### src/rtl/ibex_obi_responder.sv
// ibex_obi_responder
//
// Memory responder for one Ibex OBI-style port (instruction or data) used in
// the formal harness. Solver-driven random inputs are shaped into a legal
// gnt/rvalid/rdata/err sequence. Granted requests are tracked in order, and
// core-side protocol violations are flagged.
//
// Handshake: a request transfers on a cycle where req_i && gnt_o. Once req_i
// is raised without gnt_o, the core must keep req_i high and keep addr/we/be
// (and wdata for writes) stable until the grant. A response transfers on any
// cycle with rvalid_o. The core cannot back-pressure it. Responses come back
// strictly in grant order.
//
// Ports:
//   clock, reset        rising-edge clock, asynchronous active-high reset
//   req_i/addr_i/we_i/be_i/wdata_i   core request channel
//   gnt_o               grant (combinational)
//   rvalid_o/rdata_o/err_o           response channel (combinational from state)
//   rand_*_i            free choices supplied by the solver
//   outstanding_o       number of granted but unanswered requests
//   resp_addr_o/resp_we_o            identity of the transaction being answered
//   protocol_err_o      sticky flag for core protocol violations
module ibex_obi_responder #(
    parameter int MAX_OUTSTANDING  = 2,
    parameter int FAIRNESS         = 0,
    parameter int MAX_GNT_STALL    = 3,
    parameter int MAX_RVALID_STALL = 3,
    parameter int ALLOW_ERR        = 1
) (
    input  logic        clock,
    input  logic        reset,
    input  logic        req_i,
    input  logic [31:0] addr_i,
    input  logic        we_i,
    input  logic [3:0]  be_i,
    input  logic [31:0] wdata_i,
    output logic        gnt_o,
    output logic        rvalid_o,
    output logic [31:0] rdata_o,
    output logic        err_o,
    input  logic        rand_gnt_i,
    input  logic        rand_rvalid_i,
    input  logic [31:0] rand_rdata_i,
    input  logic        rand_err_i,
    output logic [2:0]  outstanding_o,
    output logic [31:0] resp_addr_o,
    output logic        resp_we_o,
    output logic        protocol_err_o
);

    localparam int PTR_W   = (MAX_OUTSTANDING > 1) ? $clog2(MAX_OUTSTANDING) : 1;
    localparam int STALL_W = 8;

    logic [31:0]        fifo_addr [MAX_OUTSTANDING];
    logic               fifo_we   [MAX_OUTSTANDING];
    logic [PTR_W-1:0]   wr_ptr;
    logic [PTR_W-1:0]   rd_ptr;
    logic [2:0]         count;
    logic [STALL_W-1:0] gnt_stall;
    logic [STALL_W-1:0] rv_stall;
    logic               gnt_forced;
    logic               rv_forced;

    logic               waiting;
    logic [31:0]        cap_addr;
    logic               cap_we;
    logic [3:0]         cap_be;
    logic [31:0]        cap_wdata;
    logic               violation;
    logic               prot_err_q;

    // Pointers wrap at the FIFO depth, which need not be a power of two.
    function automatic logic [PTR_W-1:0] ptr_inc(input logic [PTR_W-1:0] p);
        if (p == PTR_W'(MAX_OUTSTANDING - 1)) begin
            return '0;
        end
        return p + 1'b1;
    endfunction

    assign gnt_forced = (FAIRNESS != 0) && (gnt_stall == STALL_W'(MAX_GNT_STALL));
    assign rv_forced  = (FAIRNESS != 0) && (rv_stall == STALL_W'(MAX_RVALID_STALL));

    // A full FIFO blocks even a forced grant. The force stays armed until
    // count drops. The reset term keeps gnt low while reset is held.
    assign gnt_o = !reset && req_i && (count < 3'(MAX_OUTSTANDING)) &&
                   (rand_gnt_i || gnt_forced);

    // count only moves on the clock edge, so a request is never answered in
    // the cycle it is granted.
    assign rvalid_o = !reset && (count != 3'd0) && (rand_rvalid_i || rv_forced);

    assign outstanding_o = count;

    always_comb begin
        rdata_o     = '0;
        err_o       = 1'b0;
        resp_addr_o = '0;
        resp_we_o   = 1'b0;
        if (rvalid_o) begin
            resp_addr_o = fifo_addr[rd_ptr];
            resp_we_o   = fifo_we[rd_ptr];
            rdata_o     = fifo_we[rd_ptr] ? 32'h0 : rand_rdata_i;
            err_o       = (ALLOW_ERR != 0) && rand_err_i;
        end
    end

    // Entry storage needs no reset. Entries are only read while count != 0.
    always_ff @(posedge clock) begin
        if (gnt_o) begin
            fifo_addr[wr_ptr] <= addr_i;
            fifo_we[wr_ptr]   <= we_i;
        end
    end

    always_ff @(posedge clock or posedge reset) begin
        if (reset) begin
            wr_ptr    <= '0;
            rd_ptr    <= '0;
            count     <= '0;
            gnt_stall <= '0;
            rv_stall  <= '0;
        end else begin
            if (gnt_o) begin
                wr_ptr <= ptr_inc(wr_ptr);
            end
            if (rvalid_o) begin
                rd_ptr <= ptr_inc(rd_ptr);
            end
            case ({gnt_o, rvalid_o})
                2'b10:   count <= count + 3'd1;
                2'b01:   count <= count - 3'd1;
                default: count <= count;
            endcase

            if (gnt_o || !req_i) begin
                gnt_stall <= '0;
            end else if (gnt_stall < STALL_W'(MAX_GNT_STALL)) begin
                gnt_stall <= gnt_stall + 1'b1;
            end

            if (rvalid_o || (count == 3'd0)) begin
                rv_stall <= '0;
            end else if (rv_stall < STALL_W'(MAX_RVALID_STALL)) begin
                rv_stall <= rv_stall + 1'b1;
            end
        end
    end

    // A stalled request must stay asserted and unchanged. Write data is only
    // checked for writes.
    assign violation = waiting &&
                       (!req_i || (addr_i != cap_addr) || (we_i != cap_we) ||
                        (be_i != cap_be) || (cap_we && (wdata_i != cap_wdata)));

    // The flag is raised in the offending cycle and then held until reset.
    assign protocol_err_o = prot_err_q || violation;

    always_ff @(posedge clock or posedge reset) begin
        if (reset) begin
            waiting    <= 1'b0;
            cap_addr   <= '0;
            cap_we     <= 1'b0;
            cap_be     <= '0;
            cap_wdata  <= '0;
            prot_err_q <= 1'b0;
        end else begin
            // waiting tracks "request pending without grant". It clears on a
            // grant or when req drops. A dropped req is itself a violation.
            waiting <= req_i && !gnt_o;
            if (req_i && !gnt_o) begin
                cap_addr  <= addr_i;
                cap_we    <= we_i;
                cap_be    <= be_i;
                cap_wdata <= wdata_i;
            end
            if (violation) begin
                prot_err_q <= 1'b1;
            end
        end
    end

endmodule

### config.mk
export PLATFORM = sky130hd
export DESIGN_NAME = ibex_obi_responder
export DESIGN_NICKNAME = d
export VERILOG_FILES = /design/src/rtl/ibex_obi_responder.sv
export SDC_FILE = /design/constraint.sdc
export NUM_CORES = 1
export LEC_CHECK = 0
export ABC_AREA = 1
export ABC_CLOCK_PERIOD_IN_PS = 3300
export BUFFER_PORTS_ARGS = -buffer_cell sky130_fd_sc_hd__clkbuf_2
export CELL_PAD_IN_SITES_DETAIL_PLACEMENT = 0
export CELL_PAD_IN_SITES_GLOBAL_PLACEMENT = 2
export CORE_AREA = 3 3 159 161
export CTS_BUF_LIST = sky130_fd_sc_hd__clkbuf_4
export DETAILED_ROUTE_END_ITERATION = 10
export DIE_AREA = 0 0 162 164
export PLACE_DENSITY = 0.75
export SLEW_MARGIN = 0
export SYNTH_ARGS = -nofsm -noshare
export SYNTH_HDL_FRONTEND = slang
export SYNTH_SLANG_ARGS = --single-unit
### constraint.sdc
create_clock -name clock -period 3.3 [get_ports clock]
set_input_delay 0.33 -clock clock [delete_from_list [all_inputs] [get_ports clock]]
set_output_delay 0.33 -clock clock [all_outputs]
set_load 0.1 [all_outputs]
# Yosys cells after proc, flatten, opt, wreduce, memory -nomap -nowiden
# Memory sizes are Yosys's and may differ from the RTL's.
# Cells that the tools add are included.
[op_classes]
addsub = 4
n_mux = 16
n_lt_le_gt_ge = 1
reduce_logical = 18
eq_ne = 6
[op_table]
columns = ["operator", "count"]
rows = [
  ["$mux W32", 3],
  ["$ne A32 B32 Y1", 2],
  ["$mux W1", 12],
  ["$logic_and A1 B1 Y1", 8],
  ["$pmux W3 S2", 1],
  ["$logic_or A1 B1 Y1", 5],
  ["$ne A4 B4 Y1", 1],
  ["$add A3 B1 Y3 const B", 1],
  ["$logic_not A1 Y1", 3],
  ["$lt A3 B2 Y1 const B", 1],
  ["$reduce_bool A3 Y1", 1],
  ["$sub A3 B1 Y3 const B", 1],
  ["$add A1 B1 Y1 const B", 2],
  ["$eq A2 B1 Y1 const B", 1],
  ["$eq A2 B2 Y1 const B", 1],
  ["$reduce_bool A2 Y1", 1],
  ["$ne A1 B1 Y1", 1],
]
[word_totals]
wordCells = 56
mem_count = 2
ram_bits = 66
regBits = 76
out_inout_bits = 72
[mem_list]
columns = ["name", "words", "word_bits", "read_ports", "rd_clocked_by_memory_dff", "wr", "line_no", "text"]
rows = [
  ["fifo_addr", 2, 32, 1, 0, 1, "54", "logic [31:0] fifo_addr [MAX_OUTSTANDING];"],
  ["fifo_we", 2, 1, 1, 0, 1, "55", "logic fifo_we [MAX_OUTSTANDING];"],
]

# Logic depth before layout (Yosys ltp)
[logic_depth]
word_depth = 7
mapped_depth = 12
ltp_nobuf = 12

# Worst setup path before layout
# No wires, ideal clock.
[synth_path]
path_kind = "input-to-reg"
start = "input port reset"
end = "register count[2], in the netlist outstanding_o[2]"
t_arrival_ns = 4.442
path_stages = 11
path_slack_ns = -1.301
path_cell_list = "inv_1 nand3_1 buf_4 buf_4 inv_1 ha_1 inv_1 fa_1 a21oi_1 o21ai_0 xnor2_1"
[synth_via]
word_cells_on_any_way = 10
classes_between = "2 x eq/ne; 1 x mux; 7 x reduce/logical"
[synth_rtl]
columns = ["item", "line_no", "text"]
rows = [
  ["start: declaration", "31", "input logic reset,"],
  ["$logic_not A1 Y1 (no line) *", "n/a", ""],
  ["$logic_and A1 B1 Y1 * (2 in a row)", "90", "assign rvalid_o = !reset && (count != 3'd0) && (rand_rvalid_i || rv_forced);"],
  ["net rvalid_o", "38", "output logic rvalid_o,"],
  ["$eq A2 B1 Y1 or $eq A2 B2 Y1 (tied branches)", "129", "case ({gnt_o, rvalid_o})"],
  ["$pmux W3 S2 or $reduce_bool A2 Y1 (tied branches)", "n/a", ""],
  ["end signal: assignment", "130", "2'b10: count <= count + 3'd1;"],
  ["end signal: assignment", "131", "2'b01: count <= count - 3'd1;"],
  ["end signal: assignment", "132", "default: count <= count;"],
  ["end: declaration", "58", "logic [2:0] count;"],
]
# Mark *: on every way through the listed nets, which the timed path passes. The rest lies on a longest branch.
# A chain may end at the register's enable or synchronous reset.

# Worst setup path after layout
[layout_path]
start = "input port reset"
end = "output port resp_addr_o[4]"
[layout_via]
elab_chain_len = 4
[layout_lines]
columns = ["item", "line_no", "text"]
rows = [
  ["$logic_not A1 Y1 (no line)", "n/a", ""],
  ["$logic_and A1 B1 Y1 (2 in a row)", "90", ""],
  ["$mux W32", "99", "if (rvalid_o) begin"],
  ["end: declaration", "46", "output logic [31:0] resp_addr_o,"],
]
# Every way passes these cells.

==> flow_summary.json <==
{
  "p_per_area_nw_per_um2": 601,
  "synth_area_leaders": "edfxtp_1 29%, dfrtp_1 28%, nand2_1 19%",
  "max_stage_delay_ps": 530,
  "start_kind": "primary input",
  "cts_tree": "done",
  "hp-class": "in2reg",
  "drtAntennaViolNets": 0,
  "clk_latency_ps": 540,
  "fillers": 2502,
  "cp-end-kind": "output pin",
  "critPathSlowestCell": "dlygate4sd3_1",
  "reg2regPathDepth": 10,
  "yosysTopAreaCell": "edfxtp_1",
  "ys_types": 24,
  "cp.required_ps": 2970,
  "synth.avg_cell_area_um2": 8.46,
  "cp_max_fo": 25,
  "layout_commonest_cell": "nand2_1",
  "fin_worst_skew_ps": 16.8,
  "grt_usage_pct": 14.3,
  "viasPerCell": 4.15,
  "path_delay_family": "buffers and inverters",
  "hold_viol": 0,
  "r2r-start": "outstanding_o[0]",
  "cts_inserted_buffers": 17,
  "cp_common_cell": "clkbuf_2",
  "p_leak_nw": 4.42,
  "cp.depth": 7,
  "crit_chain": "dlygate4sd3_1, clkbuf_2, clkinvlp_4, nand3_4, buf_4, a21oi_1, clkbuf_2",
  "critPathKind": "in2out",
  "r2r-end": "outstanding_o[2]",
  "grt_pass1_wl_mm": 29.7,
  "drc": 0,
  "die_height_um": 164,
  "rsz0062_at_grt": "false",
  "first_global_vias": 5529,
  "antenna_found_initial": 1,
  "max_slew_margin_pct": 50.1,
  "ir_drop_mv": 0.200,
  "htree_levels": 4,
  "grt_overflow": 0,
  "critPathArrivalTime_ps": 2590,
  "firstDrtPassIters": 4,
  "start_util_pct": 27.9,
  "design_area_um2": 9550,
  "r2r_slack_ps": 1050,
  "cts_resized": 0,
  "place.gp.congestion": 0.733,
  "syn_inst": 795,
  "clk_pin_slew_ps": 160,
  "period_share_pct": 88.5,
  "setup_violations": 0,
  "grt_start_max_net_pins": 77,
  "pin_count": 179,
  "final_cell_mix": "348 x nand2_1, 144 x clkbuf_2, 76 x dfrtp_1",
  "synth_top_area_share_pct": 29.5,
  "synth.net_count": 904,
  "coreArea_um2": 24100,
  "nets": 1142,
  "port-buffer-count": 178,
  "place_area_um2": 8600,
  "setup_tns_ps": 0,
  "finalWirelength_mm": 18.7,
  "num_rows": 57,
  "ys_seq_area_share_pct": 57.7,
  "status": "finished clean",
  "design.die.area_um2": 26600,
  "cts_buffer_depth": 2,
  "wl_per_cell_um": 13.6,
  "tightest_slew_ps": 747,
  "worstSetupStartpoint": "reset",
  "cts-root-buf": "clkbuf_4",
  "vias": 5692,
  "dp_hpwl_mm": 13.6,
  "die_w_um": 162,
  "seqCellArea_um2": 3880,
  "drtIter0Drc": 315,
  "synth-seq-cells": 142,
  "drive_above_1_share_pct": 25.5,
  "syn_area_um2": 6730,
  "crit_path_end": "resp_addr_o[4]",
  "ys.warnings.count": 0,
  "areaGrowthSynthToFinish_pct": 42.0,
  "cap_viol_max_count": 0,
  "critPathBufInv": 5,
  "multi_input_area_um2": 2570,
  "max_freq_mhz": 342,
  "clock-sinks": 142,
  "slew_violations": 0,
  "period_minus_slack_ps": 2920
}
## per-stage QoR
step / setup WS, ps / total power [mW] / cells / hold WS (ps) / utilization [%]
final: 380 / 5.74 / 1371 / 68.8 / 39.6
after detailed placement: 876 / 4.58 / 1275 / 311 / 35.7
after global routing: 124 / 6.12 / 1371 / 2.92 / 39.6
after CTS: 316 / 5.85 / 1368 / 0.629 / 39.5
after global placement: 881 / 4.58 / 1275 / 311 / 35.7
after floorplan: -201 / 3.96 / 795 / 422 / -
## metal layers
metal	routed length, µm	global-route usage [%]	share of wire, %
met4	118	3.84	0.63
met3	1270	3.81	6.8
met2	8460	23.3	45
met5	0	0	0
met1	8810	18.9	47
## Yosys cell counts
cell type	n
nand2_1	348
dfrtp_1	76
nor2_1	74
inv_1	67
edfxtp_1	66
o21ai_0	48
a21oi_1	33
xnor2_1	25
buf_2	19
xor2_1	9
clkbuf_1	6
o21ai_1	5
buf_4	3
inv_2	3
buf_6	2
nand3_1	2
nor3_1	2
clkbuf_2	1
fa_1	1
ha_1	1
nand2_4	1
nand4_4	1
nor2_2	1
o211ai_1	1
## worst reg2reg max path: stages (launching register included)
cell,delay [ps]
dfrtp_1,430
inv_1,100
nand2_1,110
nand3_4,320
clkinvlp_4,270
ha_4,140
inv_2,40
fa_1,360
a21oi_1,140
o21ai_0,110
xnor2_1,130
## cell families after synthesis
family | count (synthesis) | share of synthesized area, %
AND/OR/NAND/NOR | 429 | 24.4
flip-flops | 142 | 57.7
buffers and inverters | 101 | 6.40
AO/OA/AOI/OAI | 87 | 6.51
XOR/XNOR | 34 | 4.43
adder cells (fa/ha/maj) | 2 | 0.484
## sequential cells by signal (all words and copies together), names as in the netlist
register       flops
prot_err_q         1
outstanding_o      3
cap_addr          32
fifo_addr         64
fifo_we            2
wr_ptr             1
rd_ptr             1
waiting            1
cap_be             4
cap_we             1
cap_wdata         32
## final cells by class
type | count | share of cell area (%)
repair buffers | 250 | 22.0
diodes | 1 | 0.0262
clock buffers | 17 | 1.34
clock inverters | 15 | 2.00
multi-input cells | 552 | 26.9
inverters | 70 | 2.83
well taps | 324 | 4.24
flip-flops and latches | 142 | 40.7
## power by group
group	switching, mW	internal [mW]	total (mW)
Sequential	0.153	2.05	2.20
Clock	0.804	0.370	1.17
Combinational	1.74	0.623	2.37
## what timing repair did
item / in CTS / in global routing
endpoints found under the setup margin: 0 / 0
hold endpoints to repair: 96 / 3
buffers inserted: 0 / 0
hold buffers: 61 / 2
## worst min path at each step
stage	startpoint	end	slack, ps	cells past startpoint
finish	addr_i[4]	fifo_addr[1][4]	70	1
global route	addr_i[4]	fifo_addr[1][4]	3	1
global placement	reset	wr_ptr	310	2
CTS	addr_i[8]	fifo_addr[0][8]	0.6	1
detailed placement	reset	wr_ptr	310	2
floorplan	prot_err_q	prot_err_q	420	2
Power figures use the tool's default switching activity.
